===== src/rtl/sram_window_sched_pkg.sv =====
// Shared definitions for the SRAM window scheduler.
// Holds the descriptor geometry (coordinate width, field offsets), the scan
// cycle counter width, the FSM state encoding and the descriptor check.
package sram_window_sched_pkg;

    localparam int CW     = 11;
    localparam int WIN_W  = 4 * CW;
    localparam int X0_LSB = 33;
    localparam int Y0_LSB = 22;
    localparam int X1_LSB = 11;
    localparam int Y1_LSB = 0;

    localparam int              CNT_W   = 24;
    localparam logic [CNT_W-1:0] CNT_MAX = {CNT_W{1'b1}};

    localparam logic [2:0] ST_IDLE   = 3'd0;
    localparam logic [2:0] ST_LAUNCH = 3'd1;
    localparam logic [2:0] ST_ARM    = 3'd2;
    localparam logic [2:0] ST_RUN    = 3'd3;
    localparam logic [2:0] ST_DONE   = 3'd4;

    typedef enum logic [2:0] {
        S_IDLE   = ST_IDLE,
        S_LAUNCH = ST_LAUNCH,
        S_ARM    = ST_ARM,
        S_RUN    = ST_RUN,
        S_DONE   = ST_DONE
    } state_t;

    // A window must be at least one column wide (x1 > x0); a single row is allowed.
    function automatic logic win_valid(input logic [WIN_W-1:0] w);
        logic [CW-1:0] x0;
        logic [CW-1:0] y0;
        logic [CW-1:0] x1;
        logic [CW-1:0] y1;
        x0 = w[X0_LSB +: CW];
        y0 = w[Y0_LSB +: CW];
        x1 = w[X1_LSB +: CW];
        y1 = w[Y1_LSB +: CW];
        return (x1 > x0) && (y1 >= y0);
    endfunction

endpackage


===== src/rtl/sram_window_sched_if.sv =====
// Requester-side bundle of the SRAM window scheduler.
//   req    : per-requester request level (requester -> scheduler)
//   win_in : packed descriptors, requester i at [i*WIN_W +: WIN_W]
//   ack    : one-cycle pulse when the descriptor is taken
//   done   : one-cycle pulse when the requester's scan completes
//   err    : one-cycle pulse on an invalid descriptor or scanner fault
// Modport master is the requester side, slave is the scheduler side.
interface sram_window_sched_if #(
    parameter int N_REQ = 4
) ();

    logic [N_REQ-1:0]                                  req;
    logic [N_REQ*sram_window_sched_pkg::WIN_W-1:0]     win_in;
    logic [N_REQ-1:0]                                  ack;
    logic [N_REQ-1:0]                                  done;
    logic [N_REQ-1:0]                                  err;

    modport master (
        output req,
        output win_in,
        input  ack,
        input  done,
        input  err
    );

    modport slave (
        input  req,
        input  win_in,
        output ack,
        output done,
        output err
    );

endinterface


===== src/rtl/sram_window_sched_rr_arbiter.sv =====
// Combinational round-robin pick.
//   req     : request levels
//   last    : index granted most recently; the search starts just after it
//   gnt     : one-hot grant (all zero when nothing requests)
//   gnt_idx : index of the grant
//   any     : at least one request present
module rr_arbiter
    import sram_window_sched_pkg::*;
#(
    parameter int N    = 4,
    parameter int IDXW = $clog2(N)
) (
    input  logic [N-1:0]    req,
    input  logic [IDXW-1:0] last,
    output logic [N-1:0]    gnt,
    output logic [IDXW-1:0] gnt_idx,
    output logic            any
);

    // One extra bit so last + N never overflows before the wrap.
    localparam int SW = IDXW + 1;

    // Walk the candidates last+1, last+2, ... (mod N); first requester wins.
    always_comb begin
        logic [SW-1:0]   raw;
        logic [IDXW-1:0] pos;
        logic            hit;
        gnt     = '0;
        gnt_idx = '0;
        any     = 1'b0;
        raw     = '0;
        pos     = '0;
        hit     = 1'b0;
        for (int i = 1; i <= N; i++) begin
            raw     = {1'b0, last} + SW'(i);
            raw     = (raw >= SW'(N)) ? raw - SW'(N) : raw;
            pos     = raw[IDXW-1:0];
            hit     = req[pos] & ~any;
            gnt     = hit ? (N'(1) << pos) : gnt;
            gnt_idx = hit ? pos : gnt_idx;
            any     = any | hit;
        end
    end

endmodule


===== src/rtl/sram_window_sched.sv =====
// Round-robin scheduler sharing one SRAM window scanner among N_REQ requesters.
//   clk, rst_n  : clock, synchronous active-low reset
//   rq          : requester bundle (req/win_in in, ack/done/err pulses out)
//   scan_start  : one-cycle START to the scanner
//   scan_window : granted descriptor, stable from LAUNCH until back in IDLE
//   scan_busy   : scanner busy (set) flag
//   owner       : index of the current grant
//   busy        : high whenever the FSM is not in IDLE
//   scan_cycles : busy-cycle count of the last completed scan (saturating)
module sram_window_sched
    import sram_window_sched_pkg::*;
#(
    parameter int N_REQ  = 4,
    parameter int ARM_TO = 4
) (
    input  logic                     clk,
    input  logic                     rst_n,
    sram_window_sched_if.slave       rq,
    output logic                     scan_start,
    output logic [WIN_W-1:0]         scan_window,
    input  logic                     scan_busy,
    output logic [$clog2(N_REQ)-1:0] owner,
    output logic                     busy,
    output logic [CNT_W-1:0]         scan_cycles
);

    localparam int IDXW = $clog2(N_REQ);
    localparam int ACW  = $clog2(ARM_TO + 1);

    state_t             state_q, state_d;
    logic [N_REQ-1:0]   ack_q, ack_d;
    logic [N_REQ-1:0]   done_q, done_d;
    logic [N_REQ-1:0]   err_q, err_d;
    logic               scan_start_q, scan_start_d;
    logic [WIN_W-1:0]   win_q, win_d;
    logic [IDXW-1:0]    owner_q, owner_d;
    logic [IDXW-1:0]    last_q, last_d;
    logic               busy_q, busy_d;
    logic [CNT_W-1:0]   cnt_q, cnt_d;
    logic [CNT_W-1:0]   cycles_q, cycles_d;
    logic [ACW-1:0]     arm_q, arm_d;

    logic [N_REQ-1:0]   gnt;
    logic [IDXW-1:0]    gnt_idx;
    logic               gnt_any;
    logic [WIN_W-1:0]   win_sel;
    logic [N_REQ-1:0]   owner_oh;

    rr_arbiter #(
        .N    (N_REQ),
        .IDXW (IDXW)
    ) u_arb (
        .req     (rq.req),
        .last    (last_q),
        .gnt     (gnt),
        .gnt_idx (gnt_idx),
        .any     (gnt_any)
    );

    // Descriptor of the arbitration winner.
    always_comb begin
        win_sel = '0;
        for (int i = 0; i < N_REQ; i++) begin
            win_sel = (gnt_idx == IDXW'(i)) ? rq.win_in[i*WIN_W +: WIN_W] : win_sel;
        end
    end

    assign owner_oh = N_REQ'(1) << owner_q;

    // Next-state and next-output logic of the scheduling FSM.
    always_comb begin
        state_d      = state_q;
        ack_d        = '0;
        done_d       = '0;
        err_d        = '0;
        scan_start_d = 1'b0;
        win_d        = win_q;
        owner_d      = owner_q;
        last_d       = last_q;
        cnt_d        = cnt_q;
        arm_d        = arm_q;
        cycles_d     = cycles_q;
        case (state_q)
            S_IDLE: begin
                // Never start while an orphaned scan (e.g. after reset) is still running.
                if (gnt_any && !scan_busy) begin
                    ack_d   = gnt;
                    win_d   = win_sel;
                    owner_d = gnt_idx;
                    last_d  = gnt_idx;
                    if (win_valid(win_sel)) begin
                        state_d      = S_LAUNCH;
                        scan_start_d = 1'b1;
                    end else begin
                        err_d = gnt;
                    end
                end else begin
                    state_d = S_IDLE;
                end
            end
            S_LAUNCH: begin
                state_d = S_ARM;
                arm_d   = '0;
                cnt_d   = '0;
            end
            S_ARM: begin
                // The cycle that sees busy rise is the first busy cycle counted.
                if (scan_busy) begin
                    state_d = S_RUN;
                    cnt_d   = CNT_W'(1);
                end else if (arm_q == ACW'(ARM_TO - 1)) begin
                    state_d  = S_IDLE;
                    err_d    = owner_oh;
                    cycles_d = '0;
                end else begin
                    arm_d = arm_q + ACW'(1);
                end
            end
            S_RUN: begin
                if (scan_busy) begin
                    cnt_d = (cnt_q == CNT_MAX) ? cnt_q : cnt_q + CNT_W'(1);
                end else begin
                    state_d  = S_DONE;
                    done_d   = owner_oh;
                    cycles_d = cnt_q;
                end
            end
            S_DONE: begin
                state_d = S_IDLE;
            end
            default: begin
                state_d = S_IDLE;
            end
        endcase
        busy_d = (state_d != S_IDLE);
    end

    // State and output registers with synchronous active-low reset.
    always_ff @(posedge clk) begin
        if (!rst_n) begin
            state_q      <= S_IDLE;
            ack_q        <= '0;
            done_q       <= '0;
            err_q        <= '0;
            scan_start_q <= 1'b0;
            win_q        <= '0;
            owner_q      <= '0;
            last_q       <= IDXW'(N_REQ - 1);
            busy_q       <= 1'b0;
            cnt_q        <= '0;
            cycles_q     <= '0;
            arm_q        <= '0;
        end else begin
            state_q      <= state_d;
            ack_q        <= ack_d;
            done_q       <= done_d;
            err_q        <= err_d;
            scan_start_q <= scan_start_d;
            win_q        <= win_d;
            owner_q      <= owner_d;
            last_q       <= last_d;
            busy_q       <= busy_d;
            cnt_q        <= cnt_d;
            cycles_q     <= cycles_d;
            arm_q        <= arm_d;
        end
    end

    assign rq.ack      = ack_q;
    assign rq.done     = done_q;
    assign rq.err      = err_q;
    assign scan_start  = scan_start_q;
    assign scan_window = win_q;
    assign owner       = owner_q;
    assign busy        = busy_q;
    assign scan_cycles = cycles_q;

endmodule

===== src/flat_wrapper.sv =====
// flat-port wrapper written by rule: the top's interface ports become plain ports
module sram_window_sched_flat import sram_window_sched_pkg::*;
#(
    parameter int N_REQ  = 4,
    parameter int ARM_TO = 4
)
  (clk, rst_n, scan_start, scan_window, scan_busy, owner, busy, scan_cycles, rq_req, rq_win_in, rq_ack, rq_done, rq_err);
  sram_window_sched_if #(.N_REQ(N_REQ)) rq_i ();
  input  logic clk;
  input  logic rst_n;
  output logic scan_start;
  output logic [WIN_W-1:0] scan_window;
  input  logic scan_busy;
  output logic [$clog2(N_REQ)-1:0] owner;
  output logic busy;
  output logic [CNT_W-1:0] scan_cycles;
  input wire logic [$bits(rq_i.req)-1:0] rq_req;
  input wire logic [$bits(rq_i.win_in)-1:0] rq_win_in;
  output wire logic [$bits(rq_i.ack)-1:0] rq_ack;
  output wire logic [$bits(rq_i.done)-1:0] rq_done;
  output wire logic [$bits(rq_i.err)-1:0] rq_err;
  assign rq_i.req = rq_req;
  assign rq_i.win_in = rq_win_in;
  assign rq_ack = rq_i.ack;
  assign rq_done = rq_i.done;
  assign rq_err = rq_i.err;
  sram_window_sched #(.N_REQ(N_REQ), .ARM_TO(ARM_TO)) u_core (.clk(clk), .rst_n(rst_n), .rq(rq_i), .scan_start(scan_start), .scan_window(scan_window), .scan_busy(scan_busy), .owner(owner), .busy(busy), .scan_cycles(scan_cycles));
endmodule

===== config.mk =====
export PLATFORM = sky130hd
export DESIGN_NAME = sram_window_sched_flat
export DESIGN_NICKNAME = d
export VERILOG_FILES = /design/src/rtl/sram_window_sched_pkg.sv /design/src/rtl/sram_window_sched_if.sv /design/src/rtl/sram_window_sched_rr_arbiter.sv /design/src/rtl/sram_window_sched.sv /design/src/flat_wrapper.sv
export SDC_FILE = /design/constraint.sdc
export NUM_CORES = 1
export LEC_CHECK = 0
export CAP_MARGIN = 20
export CELL_PAD_IN_SITES_DETAIL_PLACEMENT = 2
export CELL_PAD_IN_SITES_GLOBAL_PLACEMENT = 2
export CORE_ASPECT_RATIO = 0.8
export CORE_MARGIN = 5
export CORE_UTILIZATION = 28
export CTS_CLUSTER_DIAMETER = 100
export DETAILED_ROUTE_END_ITERATION = 10
export PLACE_DENSITY = 0.92
export SYNTH_ARGS = -nofsm -noshare
export SYNTH_HDL_FRONTEND = slang
export SYNTH_HIERARCHICAL = 1
export SYNTH_SLANG_ARGS = --single-unit

===== constraint.sdc =====
create_clock -name clk -period 14.4 [get_ports clk]
set_input_delay 2.88 -clock clk [delete_from_list [all_inputs] [get_ports clk]]
set_output_delay 2.88 -clock clk [all_outputs]
set_load 0.005 [all_outputs]

==> summary.md <==
| Metric | Value |
|---|---|
| Outcome | `finished, final reports clean` |
| Initial antenna violation count | `0` |
| Synth top area cells | `dfxtp_1 (33%), mux4_2 (14%), nand2_1 (6.9%)` |
| Post-synth EDFFs | `0` |
| Io pins | `267` |
| Final WL | `roughly 29,000 µm` |
| Layout cells sized above 1 | `0.115` |
| Max-Slew Margin vs Limit | `0.259` |
| Routed Antenna Nets | `0` |
| Mux cell area share after synthesis | `0.169` |
| Period Utilization, post-route | `0.513` |
| CTS Hold Buffers Added | `0` |
| Syn nets | `between 900 and 1,000` |
| Worst-Skew Late Latency | `slightly above 400 ps` |
| Dominant synthesized flop cell | `dfxtp_1` |
| Pwr dens | `between 100 and 150 nW/µm²` |
| Ys Warns | `6` |
| Gr usage total | `0.202` |
| Setup TNS | `0 ps` |
| First-pass GRT wire length | `approximately 44,000 µm` |
| Crit path launch | `rq_req[0]` |
| Max Cap Viol | `0` |
| Cell repeated most along the worst path | `a21oi_1` |
| Yosys cell types | `between 60 and 70` |
| Critical hold path startpoint | `u_core/scan_window[8]` |
| Drt pass-1 iters | `4` |
| Final hold slack | `455 ps` |
| Critical setup path kind | `primary input to register` |
| Nets@finish | `1,196` |
| CP max stage delay | `between 700 and 800 ps` |
| Clk sink count | `approximately 120` |
| Number of buffers created by CTS | `17` |
| Fillers | `approximately 2,600` |
| Drt wl/cell | `21.9 µm` |
| CTS clk-pin slew, worst paths | `60 ps` |
| LEAKAGE | `about 3.8 nW` |
| Final Hold Fails | `0` |
| Synthesized area per cell | `9.43 µm²` |
| Post-synthesis sequential area ratio | `0.334` |
| Area growth from synthesis to layout | `49.2%` |
| Cell taking the most area after synthesis | `dfxtp_1` |
| Slowest cell on crit path | `buf_4` |
| Longest Clk Path Bufs | `2` |
| Vias in the first global route | `around 7,700` |
| Die width | `~190 µm` |
| Commonest non-fill, non-tap cell in the layout | `clkdlybuf4s50_1` |
| Cell area after layout | `10,400 µm²` |
| CP endpoint kind | `register` |
| Diodes inserted | `0` |
| Hold/Removal Path Class | `register to register` |
| Synth Area in XOR/XNOR | `0` |
| Largest family of logic cells by synthesized area | `simple AND/OR/NAND/NOR gates` |
| CTS Root Cell | `clkbuf_16` |
| Crit Reg-Reg Startpoint | `u_core/last_q[0]` |
| R2R cell count | `14` |
| Starting density of the core | `0.285` |
| Max FO, Critical Path | `44` |
| Worst-path cell chain | `clkdlybuf4s50_1, mux2_2, a31oi_1, a22oi_1, a222oi_1, buf_4, mux4_2, ha_1, a21oi_1, a21oi_1, o31a_1, o221ai_1, o22ai_1` |
| Commonest non-fill, non-tap cells in the layout | `clkdlybuf4s50_1 (265), nand2_1 (127), dfxtp_1 (116), mux4_2 (44), a21boi_0 (38)` |
| PortBufs | `266` |
| H-tree Lvls | `4` |
| # Post-CTS Setup Buffers | `0` |
| Max VDD drop | `~0.082 mV` |
| Area fraction in compound gates after synthesis | `0.169` |
| Mapped Area | `slightly below 7000 µm²` |
| Worst Max-Slew Pin Slew | `~1100 ps` |
| Area share of fa/ha/maj cells after synthesis | `0.0593` |
| Pins Over Slew Limit | `0` |
| Critical path launch point type | `primary input` |
| Vias | `~6,800` |
| Flops & latches, synth | `approximately 120` |
| DRT iter0 DRCs | `262` |
| GPL Wtd Cong | `just under 0.8` |
| Die height | `about 150 µm` |
| Max Freq | `between 100 and 150 MHz` |
| Row count | `a little over 50` |
| Worst Path Required | `approximately 15,000 ps` |
| Simple-gate share of the synthesized area | `0.214` |
| Placed Area | `between 9000 and 10,000 µm²` |
| Avg Vias per Cell | `5.21` |
| Skew final | `approximately 9.5 ps` |
| Setup violators final | `0` |
| CTS tree | `done` |
| Async S/R FF share, synth | `0` |
| Total grt overflow | `0` |
| Die Area | `~28,000 µm²` |
| Post-CTS Resized | `0` |
| DP HPWL | `roughly 22,000 µm` |
| Hold path depth | `2` |
| Drc violations | `0` |
| Tmin final | `~7400 ps` |
| Largest net degree at the start of global routing | `just under 90` |
| Yosys top cell area share | `0.334` |
| Post-synthesis cell count | `738` |
| CP arrival | `about 7700 ps` |
| Total core area | `around 24,000 µm²` |
| RSZ-0062 raised after global routing | `no` |
## worst paths after layout
path / slack [ps] / end
worst min-delay path: 450 / u_core/scan_window[8]
worst max-delay path: 7010 / u_core/state_q[0]
worst max register to register: 8250 / u_core/state_q[0]
worst min register to register: 450 / u_core/scan_window[8]
## final cells by class
| cell class | instances | area, µm² | share of cell area |
|---|---|---|---|
| clock buffer | 18 | 439 | 0.0423 |
| clock inverter | 14 | 128 | 0.0123 |
| inverter | 32 | 120 | 0.0116 |
| multi-input combinational | 542 | 4270 | 0.412 |
| sequential | 116 | 2320 | 0.224 |
| tap | 318 | 398 | 0.0383 |
| timing repair buffer | 271 | 2700 | 0.260 |
## stage by stage
stage	cells	utilization	worst slack (ps)	total power, mW
floorplan	738	-	7970	0.724
CTS	1310	0.424	6920	1.39
detailed placement	1278	0.401	6520	0.968
global route	1311	0.425	6710	1.45
finish	1311	0.425	7010	1.37
global placement	1278	0.401	6710	0.928
## worst max-delay path: cells and delay by family
family	cells	cell delay (ps)
muxes	2	1010
buffers and inverters	2	1280
adders and majority gates	1	360
AOI/OAI and AO/OA	8	2040
## where the power goes
part	switching (mW)	internal [mW]
clock	0.166	0.243
sequential	0.0299	0.356
combinational	0.291	0.280
## synthesized netlist by cell type, types with 18 or more instances
master / instances
a21boi_0: 38
a21oi_1: 24
a22oi_1: 25
and3_1: 18
clkbuf_1: 25
dfxtp_1: 116
ha_1: 33
inv_1: 32
mux4_2: 44
nand2_1: 128
nor2_1: 23
nor2b_1: 31
## layer usage
metal / share of wire / global-route usage
met2: 0.49 / 0.354
met3: 0.065 / 0.0555
met1: 0.42 / 0.244
met5: 0 / 0
met4: 0.020 / 0.0579
## kinds of logic after synthesis
| group | Yosys count |
|---|---|
| AO/OA/AOI/OAI | 161 |
| adder cells (fa/ha/maj) | 33 |
| buffers and inverters | 80 |
| flip-flops | 116 |
| multiplexers | 59 |
| AND/OR/NAND/NOR | 289 |
## registers in the layout (all words and copies together) (netlist names), 3 cells and up
name / cells
u_core/scan_window: 44
u_core/cnt_q: 24
u_core/scan_cycles: 24
u_core/rq.ack: 4
u_core/rq.done: 4
u_core/rq.err: 4
u_core/arm_q: 3
u_core/state_q: 3
No activity file was read; power rests on OpenSTA's default activity.
==> variant 1: new RTL, same flow settings <==
Make the reset (`rst_n`) asynchronous in one clocked block. Comments in the files are not updated.
--- a/src/rtl/sram_window_sched.sv
+++ b/src/rtl/sram_window_sched.sv
@@ -136,7 +136,7 @@
     end
 
     // State and output registers with synchronous active-low reset.
-    always_ff @(posedge clk) begin
+    always_ff @(posedge clk or negedge rst_n) begin
         if (!rst_n) begin
             state_q      <= S_IDLE;
             ack_q        <= '0;
Check against the original RTL: differs if rst_n is asserted again (counterexample within 4 cycles, from zero or initial values and one cycle with rst_n low); with rst_n held inactive, the same outputs for 4 cycles.
==> variant 1 against the original RTL <==
First-iteration DRC count is 0.76% higher; final area rose by 2.1%; maximum frequency is 2.4% higher; core utilization decreased by 0.16 points; register-to-register slack gained 370 ps; largest power group unchanged; total power grew 52%; critical path type unchanged; sequential cell count stayed put; worst setup slack better by 170 ps; area after synthesis rose by 1.5%; critical path depth is 1 lower; routed wire length rose by 2.5%.
==> variant 1: results (changes against the original RTL) <==
\begin{tabular}{lr}
\hline
Metric & Value \\
\hline
\multicolumn{2}{l}{\textbf{Placement}} \\
Post-placement worst setup slack & 6770 ps (+246 ps) \\
Cell area after placement & 10000 um2 (+2.1\%) \\
HPWL reported at the end of detailed placement & 23000 um (+2.5\%) \\
Placer congestion estimate & 0.800 (+2.6\%) \\
Placed instance count & 1166 (-8.8\%) \\
\multicolumn{2}{l}{\textbf{Global route}} \\
First-pass GRT wire length & 45300 um (+3.4\%) \\
Global routing met2 resource utilization & 0.378 (+0.0243) \\
GRT met3 Usage & 0.0482 (-0.00730) \\
Global-route usage over all layers & 0.204 (+0.00200) \\
Maximum number of pins on one net before global-route repair & 62 (-30\%) \\
Via count of the first global-routing pass & 7400 (-3.3\%) \\
Met1 usage in global routing & 0.228 (-0.0157) \\
\multicolumn{2}{l}{\textbf{Finish}} \\
Layout fillers & 2521 (-2.2\%) \\
Final std cell area, no fill & 10600 um2 (+2.1\%) \\
Net count of the finished layout & 1077 (-9.9\%) \\
\multicolumn{2}{l}{\textbf{Detailed routing}} \\
Routed wire length on met3 & 1490 um (-21\%) \\
Routed wire length on met2 & 15600 um (+11\%) \\
Count of vias placed by the detailed router & 6315 (-7.5\%) \\
Number of vias per cell after detailed routing & 5.28 (+1.4\%) \\
\multicolumn{2}{l}{\textbf{Timing}} \\
Tightest slew margin relative to the limit & 0.414 (+0.155) \\
\multicolumn{2}{l}{\textbf{Yosys}} \\
Most common flop cell mapped by yosys & dfrtp\_1 \\
Cell types with the largest area share after synthesis & dfrtp\_1 (40\%), mux4\_2 (14\%), mux2\_2 (8.0\%) \\
Seq/Total Area, Yosys & 0.411 (+0.0775) \\
Share of synthesized flip-flops with an asynchronous set or reset & 1.00 (+1.00) \\
Post-synth net total & 821 (-14\%) \\
Mean cell area of the mapped netlist & 11.7 um2 (+24\%) \\
\multicolumn{2}{l}{\textbf{Run status}} \\
Outcome & finished clean \\
\multicolumn{2}{l}{\textbf{Worst setup path}} \\
Cell class contributing the biggest share of worst-path delay & buffers and inverters \\
Biggest fanout along the worst timing path & 45 (+2.3\%) \\
\hline
\end{tabular}
[variant 1: cell families (layout without fill, tap and decap cells)]
family | Yosys count | count (layout) | synth area share
fa+ha+maj | 33 | 33 | 0.0584
flops | 116 | 116 | 0.411
simple gates | 153 | 153 | 0.120
compound gates | 125 | 125 | 0.128
mux | 99 | 99 | 0.231
xor+xnor | 5 | 5 | 0.00620
buf+inv | 74 | 342 | 0.0460
[variant 1: layout make-up]
| cell class | instances | area share |
|---|---|---|
| Inverter | 39 | 0.0138 |
| Clock inverter | 10 | 0.0124 |
| Tap cell | 324 | 0.0383 |
| Timing Repair Buffer | 272 | 0.255 |
| Sequential cell | 116 | 0.274 |
| Clock buffer | 21 | 0.0434 |
| Multi-Input combinational cell | 415 | 0.363 |
[variant 1: where the power goes]
part	internal (mW)	total, mW	switching (mW)
combinational	0.578	1.14	0.557
clock	0.279	0.432	0.154
sequential	0.423	0.507	0.0842
total	1.28	2.07	0.795
[variant 1: path summary, 6_finish.rpt]
| path | start | endpoint | slack [ps] | depth (start not counted) |
|---|---|---|---|---|
| setup / recovery | rq_req[0] | u_core/busy$_DFF_PN0_ | 7180 | 12 |
| hold / removal | u_core/scan_cycles[6]$_DFFE_PN0P_ | u_core/scan_cycles[6]$_DFFE_PN0P_ | 500 | 1 |
| setup reg to reg | u_core/last_q[0]$_DFFE_PN1P_ | u_core/busy$_DFF_PN0_ | 8620 | 13 |
| hold reg to reg | u_core/scan_cycles[6]$_DFFE_PN0P_ | u_core/scan_cycles[6]$_DFFE_PN0P_ | 500 | 1 |
| max in group asynchronous | rst_n | u_core/scan_window[30]$_DFFE_PN0P_ | 10570 | 2 |
| min in group asynchronous | rst_n | u_core/scan_cycles[6]$_DFFE_PN0P_ | 2560 | 1 |
==> variant 2: new RTL, same flow settings <==
Without the edit above. Change the package constant `CW` from 11 to 13.
--- a/src/rtl/sram_window_sched_pkg.sv
+++ b/src/rtl/sram_window_sched_pkg.sv
@@ -3,7 +3,7 @@
 // cycle counter width, the FSM state encoding and the descriptor check.
 package sram_window_sched_pkg;
 
-    localparam int CW     = 11;
+    localparam int CW     = 13;
     localparam int WIN_W  = 4 * CW;
     localparam int X0_LSB = 33;
     localparam int Y0_LSB = 22;
Interface: changed (resized rq_win_in and scan_window); port bits go from 267 to 307. No check against the original RTL was run, so the function may have changed too.
==> variant 2 against the original RTL <==
Sequential power increased by 11%; area after synthesis increased by 3.2%; total power increased by 18%; worst setup slack got worse by 630 ps; sequential cell count increased by 8; final area increased by 7.2%; routed wire length increased by 18%; non-clock buffer count increased by 42.
==> variant 2: results (changes against the original RTL) <==
\begin{tabular}{lr}
\hline
Metric & Value \\
\hline
\multicolumn{2}{l}{\textbf{Yosys}} \\
Post-synth net total & 1001 (+4.9\%) \\
Synth unique cells & 66 (-2.9\%) \\
Most frequent cells after synthesis & nand2\_1 (135), dfxtp\_1 (124), a21boi\_0 (56) \\
Share of synthesized flip-flops with an asynchronous set or reset & 0 (unchanged) \\
Cell types with the largest area share after synthesis & dfxtp\_1 (35\%), mux4\_2 (16\%), nand2\_1 (7.1\%) \\
Seq/Total Area, Yosys & 0.346 (+0.0120) \\
\multicolumn{2}{l}{\textbf{Placement}} \\
Post-placement worst setup slack & 5940 ps (-579 ps) \\
HPWL reported at the end of detailed placement & 26500 um (+18\%) \\
Number of input and output port buffers inserted & 306 (+15\%) \\
Placer congestion estimate & 0.869 (+11\%) \\
\multicolumn{2}{l}{\textbf{Run status}} \\
Outcome & finished clean \\
\multicolumn{2}{l}{\textbf{Min path}} \\
Type of the tightest min-delay check & flip-flop to flip-flop \\
Hold Path Sink & u\_core/scan\_window[10]\$\_SDFFE\_PN0P\_ \\
Worst hold path startpoint & u\_core/scan\_window[10]\$\_SDFFE\_PN0P\_ \\
\multicolumn{2}{l}{\textbf{Global route}} \\
Antenna violations before repair & 5 (+5) \\
First-pass GRT wire length & 50900 um (+16\%) \\
Global-route usage over all layers & 0.229 (+0.0271) \\
Maximum number of pins on one net before global-route repair & 80 (-9.1\%) \\
Via count of the first global-routing pass & 8286 (+8.3\%) \\
\multicolumn{2}{l}{\textbf{Clocking}} \\
Clock latency of the later-clocked register in the worst-skew pair & 420 ps \\
Clk Tree Root Cell & clkbuf\_16 \\
H-tree depth & 4 (unchanged) \\
\multicolumn{2}{l}{\textbf{Worst setup path}} \\
Reg-to-reg setup timing slack & 7660 ps (-590 ps) \\
Length in cells of the worst reg-to-reg path & 15 (+1) \\
Biggest fanout along the worst timing path & 31 (-30\%) \\
R2R Path Start & u\_core/last\_q[0]\$\_SDFFE\_PN1P\_ \\
Start point of the critical path & rq\_req[0] \\
R2R Path End & u\_core/rq.err[3]\$\_SDFF\_PN0\_ \\
Arrival time at the worst endpoint & 8270 ps (+620 ps) \\
\multicolumn{2}{l}{\textbf{Finish}} \\
Proportion of layout cells with a drive suffix above 1 & 0.112 (-0.00316) \\
Net count of the finished layout & 1286 (+7.5\%) \\
Flip-flop count of the largest register, all copies and words added & 52 (+18\%) \\
\multicolumn{2}{l}{\textbf{Detailed routing}} \\
Count of vias placed by the detailed router & 7223 (+5.8\%) \\
Drt pass-1 iters & 4 (unchanged) \\
Number of violations reported at the end of detailed-routing iteration 0 & 358 (+37\%) \\
Post-DR wirelength/cell & 24.7 um (+13\%) \\
\multicolumn{2}{l}{\textbf{Timing}} \\
Worst setup skew after layout & 9.60 ps (+0.121 ps) \\
Tightest slew margin relative to the limit & 0.393 (+0.134) \\
\multicolumn{2}{l}{\textbf{Pwr}} \\
Leakage power figure & 4.23 nW (+12\%) \\
Max rail drop VDD & 0.0000872 V (+5.8\%) \\
\hline
\end{tabular}
variant 2: logic make-up after synthesis:
group | count (synthesis) | synth area share
xor+xnor | 17 | 0.0207
flops | 124 | 0.346
mux | 64 | 0.185
buf+inv | 88 | 0.0493
compound gates | 144 | 0.151
fa+ha+maj | 36 | 0.0627
simple gates | 277 | 0.186
variant 2: cell type report:
type | count | area (um2)
sequential | 124 | 2480
tap | 324 | 405
fill | 2623 | 14200
inverter | 41 | 154
antenna | 3 | 7.51
timing repair buffer | 313 | 3110
clock buffer | 17 | 425
multi-input combinational | 538 | 4360
clock inverter | 15 | 186
variant 2: through the flow:
step                      utilization  hold WS [ps]  std cells  instance area [um2]
after floorplan                     -           448        750                 7180
after global placement          0.415           452       1340                10500
after detailed placement        0.415           454       1340                10500
after CTS                       0.439           476       1372                11100
after global routing            0.440           484       1375                11100
final                           0.440           468       1375                11100
variant 2: worst max-delay path by stage:
stage          cells after the start  slack [ps]                          end
2_1_floorplan                     14        7650  u_core/rq.err[3]$_SDFF_PN0_
3_3_place_gp                      14        6240  u_core/rq.err[3]$_SDFF_PN0_
3_5_place_dp                      14        5940  u_core/rq.err[3]$_SDFF_PN0_
4_1_cts                           14        6340  u_core/rq.err[3]$_SDFF_PN0_
5_1_grt                           14        6050  u_core/rq.err[3]$_SDFF_PN0_
6_report                          14        6380  u_core/rq.err[3]$_SDFF_PN0_
variant 2: critical path, cell delays in order:
cell	delay, ps
clkdlybuf4s50_1	580
mux2_2	380
a31oi_1	210
a22oi_1	110
a222oi_1	340
buf_4	470
buf_4	600
mux4_2	620
ha_1	360
nand2_1	140
or4_1	560
o21a_1	210
a221oi_2	570
o32ai_1	220
variant 2: routing by layer:
layer / part of all wire / vias to the layer above / GRT usage
li1: - / 3288 / -
met1: 0.38 / 3606 / 0.248
met2: 0.52 / 263 / 0.418
met3: 0.064 / 62 / 0.0686
met4: 0.037 / 4 / 0.0919
met5: 0.0010 / - / 0
variant 2: where the power goes:
group | internal, mW | switching [mW] | total, mW
combinational | 0.350 | 0.385 | 0.735
sequential | 0.389 | 0.0400 | 0.429
clock | 0.276 | 0.178 | 0.453
total | 1.01 | 0.602 | 1.62
